[src/rtl/hazard_unit_md.sv]
// ---------------------------------------------------------------------------
// hazard_unit_md
// Hazard unit for a 5-stage MIPS pipeline (F/D/E/M/W) using a Tuse/Tnew
// scheme. It decodes the four in-flight instructions and produces the
// stall/bubble controls and every forwarding-mux select. It also tracks the
// multi-cycle multiply/divide unit and counts stalled cycles.
//
// Ports
//   clk         pipeline clock, rising edge
//   reset       asynchronous, active-low reset
//   IR_D..IR_W  instruction words held in D, E, M, W (0 = nop)
//   PC_en       PC write enable            (low while stalling)
//   IR_D_en     F/D register enable        (low while stalling)
//   IR_E_clr    D/E synchronous clear      (bubble insert while stalling)
//   md_busy     multiply/divide unit busy
//   ForwardRSD/RTD/RSE/RTE/RTM  forwarding selects:
//               0 regfile, 1 M result, 2 W data, 3 E PC+8, 4 M PC+8, 5 W PC+8
//   stall_cnt   saturating count of stalled cycles since reset
// ---------------------------------------------------------------------------
module hazard_unit_md #(
   parameter int MULT_LAT = 5,
   parameter int DIV_LAT  = 10,
   parameter int CNT_W    = 32
) (
   input  logic             clk,
   input  logic             reset,
   input  logic [31:0]      IR_D,
   input  logic [31:0]      IR_E,
   input  logic [31:0]      IR_M,
   input  logic [31:0]      IR_W,
   output logic             PC_en,
   output logic             IR_D_en,
   output logic             IR_E_clr,
   output logic             md_busy,
   output logic [2:0]       ForwardRSD,
   output logic [2:0]       ForwardRTD,
   output logic [2:0]       ForwardRSE,
   output logic [2:0]       ForwardRTE,
   output logic [2:0]       ForwardRTM,
   output logic [CNT_W-1:0] stall_cnt
);

   localparam logic [3:0] LP_MULT_LAT = 4'(MULT_LAT);
   localparam logic [3:0] LP_DIV_LAT  = 4'(DIV_LAT);

   // Consumer order: 0 rs@D, 1 rt@D, 2 rs@E, 3 rt@E, 4 rt@M (store data).
   // D consumers see producers E/M/W, E consumers M/W, the store only W.
   localparam logic [4:0] LP_USE_E = 5'b00011;
   localparam logic [4:0] LP_USE_M = 5'b01111;

   // ---------------- instruction classification ----------------
   function automatic logic f_rcal(input logic [31:0] ir);
      logic [5:0] fn;
      fn = ir[5:0];
      return (ir[31:26] == 6'h00) &&
             (fn == 6'h21 || fn == 6'h23 || fn == 6'h24 ||
              fn == 6'h25 || fn == 6'h2A || fn == 6'h00);
   endfunction

   function automatic logic f_ical(input logic [31:0] ir);
      return ir[31:26] == 6'h0D || ir[31:26] == 6'h0F || ir[31:26] == 6'h09;
   endfunction

   function automatic logic f_lw(input logic [31:0] ir);
      return ir[31:26] == 6'h23;
   endfunction

   function automatic logic f_sw(input logic [31:0] ir);
      return ir[31:26] == 6'h2B;
   endfunction

   function automatic logic f_br(input logic [31:0] ir);
      return ir[31:26] == 6'h04 || ir[31:26] == 6'h05;
   endfunction

   function automatic logic f_jal(input logic [31:0] ir);
      return ir[31:26] == 6'h03;
   endfunction

   function automatic logic f_spec(input logic [31:0] ir, input logic [5:0] fn);
      return (ir[31:26] == 6'h00) && (ir[5:0] == fn);
   endfunction

   function automatic logic f_jr(input logic [31:0] ir);
      return f_spec(ir, 6'h08);
   endfunction

   function automatic logic f_jalr(input logic [31:0] ir);
      return f_spec(ir, 6'h09);
   endfunction

   function automatic logic f_mult(input logic [31:0] ir);
      return f_spec(ir, 6'h18) || f_spec(ir, 6'h19);
   endfunction

   function automatic logic f_div(input logic [31:0] ir);
      return f_spec(ir, 6'h1A) || f_spec(ir, 6'h1B);
   endfunction

   function automatic logic f_mf(input logic [31:0] ir);
      return f_spec(ir, 6'h10) || f_spec(ir, 6'h12);
   endfunction

   function automatic logic f_mt(input logic [31:0] ir);
      return f_spec(ir, 6'h11) || f_spec(ir, 6'h13);
   endfunction

   function automatic logic f_link(input logic [31:0] ir);
      return f_jal(ir) || f_jalr(ir);
   endfunction

   // Destination register; 0 means "writes nothing" and is never matched.
   function automatic logic [4:0] f_dst(input logic [31:0] ir);
      if (f_rcal(ir) || f_mf(ir) || f_jalr(ir)) return ir[15:11];
      if (f_ical(ir) || f_lw(ir))               return ir[20:16];
      if (f_jal(ir))                            return 5'd31;
      return 5'd0;
   endfunction

   function automatic logic f_rs_rd(input logic [31:0] ir);
      return f_rcal(ir) || f_ical(ir) || f_lw(ir) || f_sw(ir) || f_br(ir) ||
             f_jr(ir) || f_jalr(ir) || f_mult(ir) || f_div(ir) || f_mt(ir);
   endfunction

   function automatic logic f_rt_rd(input logic [31:0] ir);
      return f_rcal(ir) || f_sw(ir) || f_br(ir) || f_mult(ir) || f_div(ir);
   endfunction

   function automatic logic [1:0] f_rs_tuse(input logic [31:0] ir);
      return (f_br(ir) || f_jr(ir) || f_jalr(ir)) ? 2'd0 : 2'd1;
   endfunction

   function automatic logic [1:0] f_rt_tuse(input logic [31:0] ir);
      if (f_br(ir)) return 2'd0;
      if (f_sw(ir)) return 2'd2;
      return 2'd1;
   endfunction

   // Tnew as seen while the instruction sits in E.
   function automatic logic [1:0] f_tnew_e(input logic [31:0] ir);
      if (f_lw(ir))                            return 2'd2;
      if (f_rcal(ir) || f_ical(ir) || f_mf(ir)) return 2'd1;
      return 2'd0;
   endfunction

   // Select for one consumer. The newest matching producer decides; if its
   // value is not ready yet its code is 0 and the stall logic holds D.
   function automatic logic [2:0] f_fwd(
      input logic [4:0] r,  input logic rd,
      input logic use_e,    input logic use_m,
      input logic [4:0] de, input logic [4:0] dm, input logic [4:0] dw,
      input logic [2:0] ce, input logic [2:0] cm, input logic [2:0] cw);
      if (!rd || r == 5'd0)       return 3'd0;
      if (use_e && r == de)       return ce;
      if (use_m && r == dm)       return cm;
      if (r == dw)                return cw;
      return 3'd0;
   endfunction

   // ---------------- producer info ----------------
   logic [4:0] w_dst_e, w_dst_m, w_dst_w;
   logic [1:0] w_tnew_e, w_tnew_m;
   logic [2:0] w_code_e, w_code_m, w_code_w;

   assign w_dst_e  = f_dst(IR_E);
   assign w_dst_m  = f_dst(IR_M);
   assign w_dst_w  = f_dst(IR_W);
   assign w_tnew_e = f_tnew_e(IR_E);
   assign w_tnew_m = (f_tnew_e(IR_M) == 2'd0) ? 2'd0 : f_tnew_e(IR_M) - 2'd1;

   assign w_code_e = f_link(IR_E) ? 3'd3 : 3'd0;
   assign w_code_m = (f_rcal(IR_M) || f_ical(IR_M) || f_mf(IR_M)) ? 3'd1 :
                     f_link(IR_M) ? 3'd4 : 3'd0;
   assign w_code_w = (f_rcal(IR_W) || f_ical(IR_W) || f_mf(IR_W) || f_lw(IR_W)) ? 3'd2 :
                     f_link(IR_W) ? 3'd5 : 3'd0;

   // ---------------- stall ----------------
   logic [4:0] w_rs_d, w_rt_d;
   logic       w_hz_rs, w_hz_rt, w_data_stall, w_md_stall, w_stall;
   logic       w_md_start_e;
   logic [3:0] r_md_cnt;

   assign w_rs_d = IR_D[25:21];
   assign w_rt_d = IR_D[20:16];

   assign w_hz_rs = f_rs_rd(IR_D) && (w_rs_d != 5'd0) &&
                    ((w_rs_d == w_dst_e && f_rs_tuse(IR_D) < w_tnew_e) ||
                     (w_rs_d == w_dst_m && f_rs_tuse(IR_D) < w_tnew_m));
   assign w_hz_rt = f_rt_rd(IR_D) && (w_rt_d != 5'd0) &&
                    ((w_rt_d == w_dst_e && f_rt_tuse(IR_D) < w_tnew_e) ||
                     (w_rt_d == w_dst_m && f_rt_tuse(IR_D) < w_tnew_m));

   assign w_data_stall = w_hz_rs || w_hz_rt;
   assign w_md_start_e = f_mult(IR_E) || f_div(IR_E);
   assign md_busy      = (r_md_cnt != 4'd0) || w_md_start_e;
   assign w_md_stall   = md_busy &&
                         (f_mult(IR_D) || f_div(IR_D) || f_mf(IR_D) || f_mt(IR_D));
   assign w_stall      = w_data_stall || w_md_stall;

   assign PC_en    = !w_stall;
   assign IR_D_en  = !w_stall;
   assign IR_E_clr = w_stall;

   // ---------------- forwarding ----------------
   logic [4:0] w_c_reg [5];
   logic [4:0] w_c_rd;
   logic [2:0] w_sel   [5];

   assign w_c_reg[0] = IR_D[25:21];  assign w_c_rd[0] = f_rs_rd(IR_D);
   assign w_c_reg[1] = IR_D[20:16];  assign w_c_rd[1] = f_rt_rd(IR_D);
   assign w_c_reg[2] = IR_E[25:21];  assign w_c_rd[2] = f_rs_rd(IR_E);
   assign w_c_reg[3] = IR_E[20:16];  assign w_c_rd[3] = f_rt_rd(IR_E);
   assign w_c_reg[4] = IR_M[20:16];  assign w_c_rd[4] = f_sw(IR_M);

   genvar gi;
   generate
      for (gi = 0; gi < 5; gi++) begin : g_fwd
         assign w_sel[gi] = f_fwd(w_c_reg[gi], w_c_rd[gi], LP_USE_E[gi], LP_USE_M[gi],
                                  w_dst_e, w_dst_m, w_dst_w,
                                  w_code_e, w_code_m, w_code_w);
      end
   endgenerate

   assign ForwardRSD = w_sel[0];
   assign ForwardRTD = w_sel[1];
   assign ForwardRSE = w_sel[2];
   assign ForwardRTE = w_sel[3];
   assign ForwardRTM = w_sel[4];

   // ---------------- state ----------------
   // A start in E always (re)loads, even if the unit is still busy.
   always_ff @(posedge clk or negedge reset) begin
      if (!reset)                 r_md_cnt <= 4'd0;
      else if (f_mult(IR_E))      r_md_cnt <= LP_MULT_LAT;
      else if (f_div(IR_E))       r_md_cnt <= LP_DIV_LAT;
      else if (r_md_cnt != 4'd0)  r_md_cnt <= r_md_cnt - 4'd1;
   end

   logic [CNT_W-1:0] r_stall_cnt;

   always_ff @(posedge clk or negedge reset) begin
      if (!reset)
         r_stall_cnt <= '0;
      else if (w_stall && (r_stall_cnt != {CNT_W{1'b1}}))
         r_stall_cnt <= r_stall_cnt + CNT_W'(1);
   end

   assign stall_cnt = r_stall_cnt;

   // Shift-amount fields play no part in hazard detection.
   logic w_unused_shamt;
   assign w_unused_shamt = ^{IR_D[10:6], IR_E[10:6], IR_M[10:6], IR_W[10:6]};

endmodule

[config.mk]
export PLATFORM = sky130hd
export DESIGN_NAME = hazard_unit_md
export DESIGN_NICKNAME = d
export VERILOG_FILES = /design/src/rtl/hazard_unit_md.sv
export SDC_FILE = /design/constraint.sdc
export NUM_CORES = 1
export LEC_CHECK = 0
export ABC_AREA = 1
export ABC_CLOCK_PERIOD_IN_PS = 2100
export BUFFER_PORTS_ARGS = -buffer_cell sky130_fd_sc_hd__clkbuf_2
export CORE_UTILIZATION = 40
export DETAILED_ROUTE_END_ITERATION = 7
export HOLD_SLACK_MARGIN = 0.08
export PLACE_DENSITY = 0.78
export SETUP_SLACK_MARGIN = 0.02
export SLEW_MARGIN = 20
export SYNTH_ARGS = -nofsm -noshare
export SYNTH_HDL_FRONTEND = slang
export SYNTH_SLANG_ARGS = --single-unit
[constraint.sdc]
create_clock -name clk -period 2.1 [get_ports clk]
set_input_delay 0.21 -clock clk [delete_from_list [all_inputs] [get_ports clk]]
set_output_delay 0.21 -clock clk [all_outputs]
set_load 0.1 [all_outputs]
==> impl_metrics.toml, run 1 <==
[placed_design]
dp_hpwl_microns = 13400
place_area_sq_um = 6780
portBuffers = 145
pre_cts_ws_ns = -0.452
place.gp.congestion = 0.972
placed_cells_incl_taps = 1159

[clock_network]
cts-root-buf = "clkbuf_8"
numCtsBuffers = 5
clkTransAtPathRegs_ns = 0.07
numClockSinks = 36
cts_buffer_depth = 2
cts_tree = "yes"
clk_latency_ns = 0.30
cts.htree.levels = 2

[finish]
final_cells = 1210
n_antenna_cell = 0
fill_cells = 690
drive_above_1_share = 0.492
syn2layout_area_growth_pct = 82.5
nNetsFinal = 1203
design_area_sq_um = 8200

[yosys]
yosysTopAreaCell = "nand2_1"
yosys-top-cells-area = "nand2_1 (21%), dfrtp_1 (20%), nand3_1 (10%)"
syn_nets = 906
syn_inst = 772
avgSynthCellArea_sq_um = 5.82
ys_async_sr_fraction = 1.00
seq_area_frac_synth = 0.200
ys.flop_type = "dfrtp_1"
netlist.area_leader.share = 0.210
synth-seq-cells = 36
ys_types = 42
synth_edf_count = 0
synth_area_sq_um = 4500
ys_warn_count = 0

[timing]
clock.fmax_mhz = 349
fin_crit_sh = 1.36
rsz0062_at_grt = "true"
finalHoldViolCount = 0
max_slew_margin = 0.384
finalMaxSlewViolations = 0
tightest_slew_ns = 0.923
clock_skew_ns = 0.00968
period_minus_slack_ns = 2.87
setup_viol = 50
holdWs_ns = 0.271
tns_ns = -26.76
fin_ws_ns = -0.765

[die]
core_area_sq_um = 10900
rows = 38
die_y_microns = 108
ios = 181
die_x_microns = 108
start_util = 0.413
die_area_sq_um = 11700

[drt]
vias = 7226
drt_iter0_drc = 737
routed_via_density = 5.97
drt_wl_total_microns = 22600
dr.pass1.iters = 5
wl_per_cell_microns = 18.7
drc_errors = 0
antenna_left = 0

[critical_path]
endpoint_kind = "output pin"
critPathMaxFanout = 5
r2r_start = "stall_cnt[8]"
rr_worst_depth = 10
cp-start-kind = "input port"
required_ns = 1.89
crit_start = "IR_W[5]"
critPathArrivalTime_ns = 2.66
crit_type = "input port to output pin"

[global_route]
grt_max_degree = 37
grt_use_total = 0.321
grt_first_pass_wirelength_microns = 29600
grt_pass1_vias = 6428
grt_overflow_total = 0
antenna_found_initial = 0

[flow_run]
max_cap_viol_count = 0

[outcome]
violations = "negative setup slack"
run_status = "finished, violations left"

[worst_hold_path]
min_path_type = "input port to register"
worstHoldPathCells = 3
hp-start = "IR_E[1]"

[power]
p_per_area_nw_per_um2 = 301
p_leak_uw = 0.00411
ir_drop_v = 0.000663
==> logic make-up after synthesis <==
group | count (synthesis) | share of synthesized area
XOR/XNOR | 57 | 0.111
buffers and inverters | 115 | 0.105
AO/OA/AOI/OAI | 62 | 0.0824
flip-flops | 36 | 0.200
AND/OR/NAND/NOR | 497 | 0.489
other | 1 | 0.000834
adder cells (fa/ha/maj) | 4 | 0.0111
==> cells in the final DEF, fill, tap and decap left out, types with 5 or more instances in the layout <==
cell / Yosys / final
a21oi_1: 23 / 9
a21oi_2: 2 / 9
a21oi_4: 0 / 7
buf_12: 0 / 24
buf_4: 5 / 134
buf_6: 3 / 15
buf_8: 0 / 5
clkbuf_2: 0 / 113
clkbuf_8: 0 / 9
dfrtp_1: 36 / 26
dfrtp_2: 0 / 10
inv_1: 101 / 84
inv_2: 3 / 18
nand2_1: 251 / 157
nand2_2: 5 / 65
nand2_4: 0 / 32
nand3_1: 92 / 78
nand3_2: 1 / 12
nand4_1: 28 / 28
nor2_1: 67 / 46
nor2_2: 3 / 8
nor2_4: 1 / 17
nor3_1: 27 / 21
nor3_2: 0 / 5
nor4_1: 15 / 11
o21ai_1: 6 / 6
o21ai_2: 2 / 6
o21ai_4: 0 / 5
xnor2_1: 8 / 8
xor2_1: 49 / 47
==> flip-flops by register name, summed over array words and instances (netlist names) <==
name / cells
r_md_cnt: 4
stall_cnt: 32
==> area by class of cell <==
class,count,area [sq um],share of cell area
Timing Repair Buffer,301,2490,0.304
Multi-Input combinational cell,621,4130,0.503
Inverter,104,399,0.0487
Clock buffer,7,86.3,0.0105
Sequential cell,36,913,0.111
Tap cell,140,175,0.0214
Clock inverter,1,7.51,0.000915
==> stage by stage <==
step | util | power [uW]
finish | 0.754 | 2470
global route | 0.754 | 2570
CTS | 0.704 | 2330
detailed placement | 0.623 | 1730
global placement | 0.623 | 1710
floorplan | - | 1310
==> power breakdown <==
group          switching [uW]  leakage [uW]  total [uW]  internal, uW
clock                     272     0.0000445         539           267
combinational             704       0.00359        1170           470
sequential               16.8      0.000479         753           736
total                     993       0.00411        2470          1470
==> synthesized netlist by cell type (2+ instances only) <==
| library cell | instances |
|---|---|
| nand2_1 | 251 |
| inv_1 | 101 |
| nand3_1 | 92 |
| nor2_1 | 67 |
| xor2_1 | 49 |
| dfrtp_1 | 36 |
| nand4_1 | 28 |
| nor3_1 | 27 |
| a21oi_1 | 23 |
| nor4_1 | 15 |
| o21ai_0 | 11 |
| xnor2_1 | 8 |
| o21ai_1 | 6 |
| buf_4 | 5 |
| nand2_2 | 5 |
| o22ai_1 | 5 |
| ha_1 | 4 |
| buf_6 | 3 |
| clkbuf_1 | 3 |
| inv_2 | 3 |
| nor2_2 | 3 |
| a21oi_2 | 2 |
| a22oi_1 | 2 |
| a32oi_1 | 2 |
| nand4_2 | 2 |
| o211ai_1 | 2 |
| o21ai_2 | 2 |
==> routing by layer <==
layer,up-vias,share of wire,global-route usage
li1,3134,-,-
met1,3293,0.34,0.373
met2,579,0.47,0.568
met3,220,0.10,0.0549
met4,0,0.080,0.158
met5,-,0,0
==> worst max-delay path, stage by stage <==
cell and delay, ns:
buf_4 0.12, inv_2 0.06, nor3_2 0.26, nand2_1 0.15, o211ai_1 0.17, nand2_1 0.17
o21ai_4 0.16, nand2_2 0.13, nand2_4 0.10, buf_4 0.12, xor2_1 0.07, a21oi_2 0.19
nand4_1 0.15, nand2_1 0.17, nand2_2 0.08, a21oi_4 0.16, buf_12 0.19
==> what timing repair did <==
action / in CTS / in global routing
hold endpoints to repair: 30 / 0
hold buffers: 1 / 0
buffers inserted: 25 / 14
gates cloned: 4 / 0
endpoints found under the setup margin: 50 / 51
pin swaps: 61 / 57
resized for setup: 127 / 123
==> final timing paths <==
path | to | slack [ns]
setup / recovery | ForwardRSD[0] | -0.77
hold / removal | r_md_cnt[1] | 0.27
setup reg to reg | stall_cnt[16] | -0.13
hold reg to reg | stall_cnt[31] | 0.52
max in group asynchronous | stall_cnt[9] | 0.88
min in group asynchronous | stall_cnt[1] | 0.57
Power figures use the tool's default switching activity.
==> inputs of run 2 (changes only) <==
--- a/config.mk
+++ b/config.mk
@@ -13,6 +13,7 @@
 export HOLD_SLACK_MARGIN = 0.08
 export PLACE_DENSITY = 0.78
 export SETUP_SLACK_MARGIN = 0.02
+export SKIP_CTS_REPAIR_TIMING = 1
 export SLEW_MARGIN = 20
 export SYNTH_ARGS = -nofsm -noshare
 export SYNTH_HDL_FRONTEND = slang
==> run 2 against run 1 <==
Effect of this change:
- the flow still finishes with violations (negative setup slack)
- die area is the same
- combinational power shrank 6%
- clock skew shrank 0.00073 ns
- global-route usage shrank 4.5 points
- sequential power is essentially flat
- clock-buffer cell count is the same
- setup slack gained 0.27 ns
- final area shrank 5.3%
- power shrank 3.3%
- critical path type unchanged
==> impl_metrics.toml, run 2 (synthesized netlist as in run 1, its figures left out) <==
[die]
die_area_sq_um = 11700
rows = 38
die_x_microns = 108
core_area_sq_um = 10900
die_y_microns = 108
start_util = 0.413
ios = 181

[drt]
wl_per_cell_microns = 16.1
drt_wl_total_microns = 19200
routed_via_density = 5.62
antenna_left = 0
drc_errors = 0
dr.pass1.iters = 5
drt_iter0_drc = 561
vias = 6698

[clock_network]
numCtsBuffers = 5
numClockSinks = 36
clkTransAtPathRegs_ns = 0.08
cts_buffer_depth = 2
cts_tree = "yes"
cts.htree.levels = 2
cts-root-buf = "clkbuf_8"
clk_latency_ns = 0.30

[finish]
nNetsFinal = 1185
drive_above_1_share = 0.454
n_antenna_cell = 0
mostFrequentLayoutCell = "nand2_1"
largest_reg_flops = 32
syn2layout_area_growth_pct = 72.8
final_cell_mix = "nand2_1 (194), buf_4 (127), clkbuf_2 (116)"

[timing]
period_minus_slack_ns = 2.60
fin_crit_sh = 1.24
holdWs_ns = 0.0489
max_slew_margin = 0.362
clock_skew_ns = 0.00895
clock.fmax_mhz = 385
setup_viol = 50
finalMaxSlewViolations = 0
rsz0062_at_grt = "true"
fin_ws_ns = -0.498
finalHoldViolCount = 0
tightest_slew_ns = 0.957
tns_ns = -10.47

[global_route]
grt_overflow_total = 0
grt_max_degree = 37
grt_pass1_vias = 5667
grt_first_pass_wirelength_microns = 25700
grt_use_total = 0.276
antenna_found_initial = 0

[critical_path]
critPathArrivalTime_ns = 2.39
critPathMaxFanout = 7
endpoint_kind = "output pin"
cp-start-kind = "input port"
required_ns = 1.89
crit_type = "input port to output pin"

[flow_run]
max_cap_viol_count = 0

[placed_design]
portBuffers = 145
place.gp.congestion = 0.972
dp_hpwl_microns = 13400

[power]
p_per_area_nw_per_um2 = 307
ir_drop_v = 0.000666
p_leak_uw = 0.00401

[outcome]
violations = "negative setup slack"
run_status = "finished, violations left"

[worst_hold_path]
min_path_type = "input port to async pin"
## run 2: changes by cell type in the layout (fill, tap and decap cells not counted), sizes merged
cell         delta
buf            -19
bufbuf          -1
clkbuf          +3
clkinv          -1
dlygate4sd3     -1
inv             +1
## run 2: per-stage QoR
stage | area (sq um) | util | setup WS, ns | cells | total power, uW
after floorplan | 4820 | - | -1.17 | 772 | 1310
after global placement | 6780 | 0.623 | -0.368 | 1159 | 1710
after detailed placement | 6780 | 0.623 | -0.452 | 1159 | 1730
after CTS | 6870 | 0.631 | -0.477 | 1167 | 2260
after global routing | 7770 | 0.714 | -0.642 | 1192 | 2510
final | 7770 | 0.714 | -0.498 | 1192 | 2390
## run 2: cell type report
cell class                      instances  area, sq um
Sequential cell                        36          913
Clock inverter                          1         7.51
Clock buffer                            7         86.3
Multi-Input combinational cell        621         3940
Fill cell                             819         3120
Timing Repair Buffer                  283         2240
Inverter                              104          404
Tap cell                              140          175
## run 2: where the power goes
part           leakage (uW)  internal, uW  total [uW]  switching (uW)
clock             0.0000445           267         533             266
sequential         0.000479           736         753            16.8
combinational       0.00349           445        1100             654
## run 2: worst paths after layout
kind / startpoint / endpoint / slack, ns / cells after the start
setup / recovery: IR_W[27] / ForwardRTM[2] / -0.50 / 13
hold / removal: reset / stall_cnt[1] / 0.05 / 1
setup reg to reg: stall_cnt[4] / stall_cnt[10] / 0.01 / 12
hold reg to reg: stall_cnt[31] / stall_cnt[31] / 0.51 / 2
max in group asynchronous: reset / stall_cnt[9] / 1.39 / 1
min in group clk: IR_E[1] / r_md_cnt[1] / 0.28 / 3
## run 2: routing by layer
| layer | vias to the layer above | global-route usage | wire, microns |
|---|---|---|---|
| met2 | 409 | 0.490 | 9370 |
| met3 | 98 | 0.0265 | 1520 |
| li1 | 3092 | - | - |
| met1 | 3099 | 0.351 | 7490 |
| met5 | - | 0 | 0 |
| met4 | 0 | 0.0881 | 841 |
## run 2: worst max-delay path, cell delays in order
cell and delay, ns:
clkbuf_2 0.12, nand2_2 0.08, o31ai_4 0.30, inv_2 0.13
o21ai_1 0.19, inv_1 0.10, a21oi_4 0.25, buf_4 0.18
o22ai_1 0.06, a21oi_1 0.15, nand3_1 0.20, nor2_4 0.21
buf_12 0.20
